===== src/rtl/count_sequencer.sv =====
// rtl/count_sequencer.sv - start/stop/pause controlled up/down counter with terminal clamp and wrap flag
module count_sequencer #(
    parameter int BITS   = 16,
    parameter int STEP_W = 8
) (
    input  logic              clk,
    input  logic              reset,
    input  logic              start,
    input  logic              stop,
    input  logic              pause,
    input  logic              mode,
    input  logic [BITS-1:0]   load_val,
    input  logic [BITS-1:0]   term_val,
    input  logic [STEP_W-1:0] step,
    output logic [BITS-1:0]   count,
    output logic              busy,
    output logic              done,
    output logic              wrap,
    output logic [1:0]        state
);

    typedef enum logic [1:0] {
        IDLE = 2'b00,
        RUN  = 2'b01,
        HOLD = 2'b10,
        DONE = 2'b11
    } state_t;

    state_t            state_q;
    logic              mode_q;
    logic [BITS-1:0]   term_q;
    logic [STEP_W-1:0] step_q;

    logic [BITS-1:0] step_ext;
    logic [BITS:0]   sum_up;
    logic [BITS:0]   diff_dn;
    logic            at_term_dn;
    logic            at_term_up;

    assign step_ext   = BITS'(step_q);
    assign sum_up     = {1'b0, count} + {1'b0, step_ext};
    assign diff_dn    = {1'b0, count} - {1'b0, step_ext};
    // Clamp to term when the next step would reach or pass it
    assign at_term_dn = (count >= term_q) && ((count - term_q) <= step_ext);
    assign at_term_up = (count <= term_q) && ((term_q - count) <= step_ext);

    assign state = state_q;
    assign busy  = (state_q == RUN) || (state_q == HOLD);
    assign done  = (state_q == DONE);

    always_ff @(posedge clk or posedge reset) begin
        if (reset) begin
            state_q <= IDLE;
            count   <= '0;
            mode_q  <= 1'b0;
            term_q  <= '0;
            step_q  <= '0;
            wrap    <= 1'b0;
        end else begin
            wrap <= 1'b0;
            case (state_q)
                IDLE: begin
                    if (start) begin
                        count   <= load_val;
                        mode_q  <= mode;
                        term_q  <= term_val;
                        step_q  <= (step == '0) ? STEP_W'(1) : step;
                        state_q <= RUN;
                    end
                end
                RUN: begin
                    if (stop) begin
                        state_q <= IDLE;
                    end else if (pause) begin
                        state_q <= HOLD;
                    end else if (mode_q ? at_term_up : at_term_dn) begin
                        count   <= term_q;
                        state_q <= DONE;
                    end else if (mode_q) begin
                        count <= sum_up[BITS-1:0];
                        wrap  <= sum_up[BITS];
                    end else begin
                        count <= diff_dn[BITS-1:0];
                        wrap  <= diff_dn[BITS];
                    end
                end
                HOLD: begin
                    if (stop) begin
                        state_q <= IDLE;
                    end else if (!pause) begin
                        state_q <= RUN;
                    end
                end
                DONE: begin
                    state_q <= IDLE;
                end
                default: begin
                    state_q <= IDLE;
                end
            endcase
        end
    end

endmodule


===== config.mk =====
export PLATFORM = sky130hd
export DESIGN_NAME = count_sequencer
export DESIGN_NICKNAME = d
export VERILOG_FILES = /design/src/rtl/count_sequencer.sv
export SDC_FILE = /design/constraint.sdc
export NUM_CORES = 1
export LEC_CHECK = 0
export CAP_MARGIN = 15
export CORE_MARGIN = 4
export CORE_UTILIZATION = 55
export DETAILED_ROUTE_END_ITERATION = 10
export PLACE_DENSITY = 0.79
export SLEW_MARGIN = 40
export SYNTH_ARGS = -nofsm -noshare
export SYNTH_HDL_FRONTEND = slang
export SYNTH_SLANG_ARGS = --single-unit

===== constraint.sdc =====
create_clock -name clk -period 5.1 [get_ports clk]
set_clock_uncertainty 0.15 [all_clocks]
set_input_delay 0.765 -clock clk [delete_from_list [all_inputs] [get_ports clk]]
set_output_delay 0.765 -clock clk [all_outputs]
set_load 0.005 [all_outputs]

==> summary.md, run 1 <==
| Metric | Value |
|---|---|
| Post-Syn Area | ~5300 µm² |
| CP delay by family, top | compound AO/OA/AOI/OAI gates |
| Most instantiated cells after synthesis | 66 x ha_1, 61 x inv_1, 44 x dfrtp_1 |
| Nets@finish | 782 |
| Initial Util | 0.573 |
| Synth unique cells | between 70 and 80 |
| H-tree lvl count | 2 |
| Global Route met3 Usage | 0.0407 |
| Post-synthesis sequential area ratio | 0.206 |
| Vias per cell | a little over 6 |
| Syn Nets | slightly above 700 |
| GR peak layer | met2 |
| Hold_buf cts | 0 |
| Asr flop ratio synth | 1.00 |
| CP max stage cell | ha_1 |
| First-pass GRT wire length | roughly 23,000 µm |
| Initial antenna violation count | 0 |
| Worst-Skew Late Latency | approximately 300 ps |
| IO Pins | 67 |
| Crit end category | flop |
| CORE AREA | 9330 µm² |
| Fmax | 209 MHz |
| Number of CTS-inserted buffers | 5 |
| Max transition margin | 0.539 |
| Clock Tree Buf Depth | 2 |
| Placed cell areas | slightly above 6000 µm² |
| Ys Warns | 0 |
| Met2 Use GR | 0.416 |
| Reg-to-Reg End | count[11]$_DFFE_PP0P_ |
| Setup repair bufs after CTS | 0 |
| Dominant cells by area after synthesis | dfrtp_1 21%, ha_1 15%, mux2_2 5.3% |
| Most common flop cell mapped by yosys | dfrtp_1 |
| Gr usage total | 0.255 |
| Antenna-violating nets left | 0 |
| DP Wirelength | roughly 12,000 µm |
| Met1 GRT Util | 0.353 |
| Final Hold Vio Count | 0 |
| CP Buf/Inv Count | 2 |
| Placed cells | 787 |
| Gr ovfl total | 0 |
| Flops & latches, synth | 44 |
| Total Die Area | approximately 11,000 µm² |
| Tmin final | between 4000 and 5000 ps |
| Critical path origin | count[2]$_DFFE_PP0P_ |
| Iteration-0 DRC Markers | 280 |
| Min Hold Slack | between 400 and 500 ps |
| Setup TNS | 0 ps |
| Slew @ Worst Pin | ~690 ps |
| Largest net degree at the start of global routing | between 40 and 50 |
| Setup Viol. Count Final | 0 |
| CP Class | reg2reg |
| Via count | 4,954 |
| Clock-pin slew on the worst setup and hold paths | 90 ps |
| Post-Synthesis Cells | approximately 610 |
| Outcome | completed |
| Slowest stage delay, CP | between 400 and 500 ps |
| Clock sinks | 44 |
| CP Cell Sequence | inv_1 > ha_1 > o21a_1 > o31a_1 > o21a_1 > nor2_1 > o21a_1 > xnor2_1 > ha_1 > and4_1 > and3_1 > a21oi_1 > a211o_1 > or4_4 > a211oi_4 > a32oi_4 > buf_4 > nand2b_4 > a31oi_1 |
| Clk Tree Root Cell | clkbuf_8 |
| CTS tree | done |
| Critical Path RT | a little over 5000 ps |
| # rows | 35 |
| Drt total wl | around 15,000 µm |
| Most frequent CP cell | o21a_1 |
| First-pass iteration count of the detailed router | 5 |
| Leading area contributor after synthesis | dfrtp_1 |
| R2R Setup Slk | around 320 ps |
| Hold Path Class | reg2reg |
| RSZ-0062 raised after global routing | no |
| Die Ht | 107 µm |
| Crit-path max FO | 17 |
| GPL Wtd Cong | 0.932 |
| Post-synth EDFFs | 0 |
| Slew Limit Fails | 0 |
| Critical path depth in cells | 19 |
| Post-synth top area share | 0.206 |
| Worst setup path endpoint | count[11]$_DFFE_PP0P_ |
| Proportion of layout cells with a drive suffix above 1 | 0.108 |
| WP data arrival | around 4900 ps |
| PostCTS Resize Cnt | 0 |
| Port Buffers | 66 |
| Vias in the first global route | about 4,700 |
| RR Startpoint | count[2]$_DFFE_PP0P_ |
| Finished Layout Cells | between 700 and 800 |
| Critical path startpoint category | flop |
| Most frequent cell after synthesis | ha_1 |
| MaxCap Viol Count | 0 |
| Antenna Cells | 0 |
| R2R depth | 19 |
| Synth-to-Final Area Change | 15.8% |
| DRC viols | 0 |
| Post-route design area | about 6200 µm² |
| Die X | ~110 µm |
| Mean Syn Cell Area | just under 9 µm² |
| Fin crit share | 0.937 |
| Avg WL per Cell | 18.4 µm |
-- worst reg2reg max path, stage by stage, from the launching register on --
cell and delay (ps):
dfrtp_1 430, inv_1 100, ha_1 490, o21a_1 220, o31a_1 230, o21a_1 130, nor2_1 50, o21a_1 190
xnor2_1 120, ha_1 300, and4_1 230, and3_1 210, a21oi_1 70, a211o_1 310, or4_4 490, a211oi_4 210
a32oi_4 160, buf_4 290, nand2b_4 160, a31oi_1 170
-- cell usage in the layout (no fill, tap or decap), types with 6 or more instances in the layout --
cell	count
xnor2_1	24
mux2_2	25
a21oi_1	42
nor2b_1	6
o21ai_1	13
nor3_1	17
or3_1	7
buf_4	8
nor3b_1	8
o21ai_0	24
clkdlybuf4s50_1	66
nor2_1	34
ha_1	65
nand4_1	6
xor2_1	9
dfrtp_1	44
nand2_1	23
a21o_1	10
nand3_1	7
inv_1	60
o21a_1	13
a31oi_1	11
nor4_1	9
mux2i_1	14
a211o_1	7
o211ai_1	6
-- state kept, by name (all words and copies together), names as in the netlist --
register,cells
state,2
count,16
mode_q,1
wrap,1
step_q,8
term_q,16
-- final cells by class --
class	count	area, µm²
clock inverters	2	35.0
flip-flops and latches	44	1100
inverters	61	231
clock buffers	6	72.6
multi-input cells	479	3860
repair buffers	75	726
well taps	129	161
fillers	766	3140
-- through the flow --
stage / utilization / setup slack (ps)
5_1_grt: 0.663 / 98.6
2_1_floorplan: - / 670
6_report: 0.663 / 320
3_5_place_dp: 0.651 / 399
4_1_cts: 0.663 / 355
3_3_place_gp: 0.650 / 554
-- cell families after synthesis --
family          after synthesis  share of synthesized area
buf+inv                      88                     0.0721
simple gates                145                      0.154
fa+ha+maj                    70                      0.170
mux                          39                     0.0789
compound gates              192                      0.265
xor+xnor                     33                     0.0541
flops                        44                      0.206
-- how the worst min path moves through the flow --
stage / end / startpoint / cells after the start
floorplan: step_q[0]$_DFFE_PP0P_ / step_q[0]$_DFFE_PP0P_ / 2
global placement: step_q[7]$_DFFE_PP0P_ / step_q[7]$_DFFE_PP0P_ / 1
detailed placement: step_q[7]$_DFFE_PP0P_ / step_q[7]$_DFFE_PP0P_ / 1
CTS: step_q[7]$_DFFE_PP0P_ / step_q[7]$_DFFE_PP0P_ / 1
global route: step_q[3]$_DFFE_PP0P_ / step_q[3]$_DFFE_PP0P_ / 1
finish: step_q[7]$_DFFE_PP0P_ / step_q[7]$_DFFE_PP0P_ / 1
-- per-layer routing --
metal | part of all wire | up-vias
met1 | 0.45 | 2371
li1 | - | 2359
met5 | 0 | -
met4 | 0.017 | 0
met2 | 0.47 | 198
met3 | 0.069 | 26
Power of run 1 is not shown: default switching activity piles up to over one toggle a cycle in this logic, so the estimate is an artifact.
==> run 2: changes to the inputs <==
--- a/config.mk
+++ b/config.mk
@@ -8,6 +8,7 @@
 export CAP_MARGIN = 15
 export CORE_MARGIN = 4
 export CORE_UTILIZATION = 55
+export CTS_CLUSTER_DIAMETER = 60
 export DETAILED_ROUTE_END_ITERATION = 10
 export PLACE_DENSITY = 0.79
 export SLEW_MARGIN = 40
==> results of run 2 <==
The final DEF is identical to that of run 1; final timing and power are the same.
Power of run 2 is left out for the same reason.
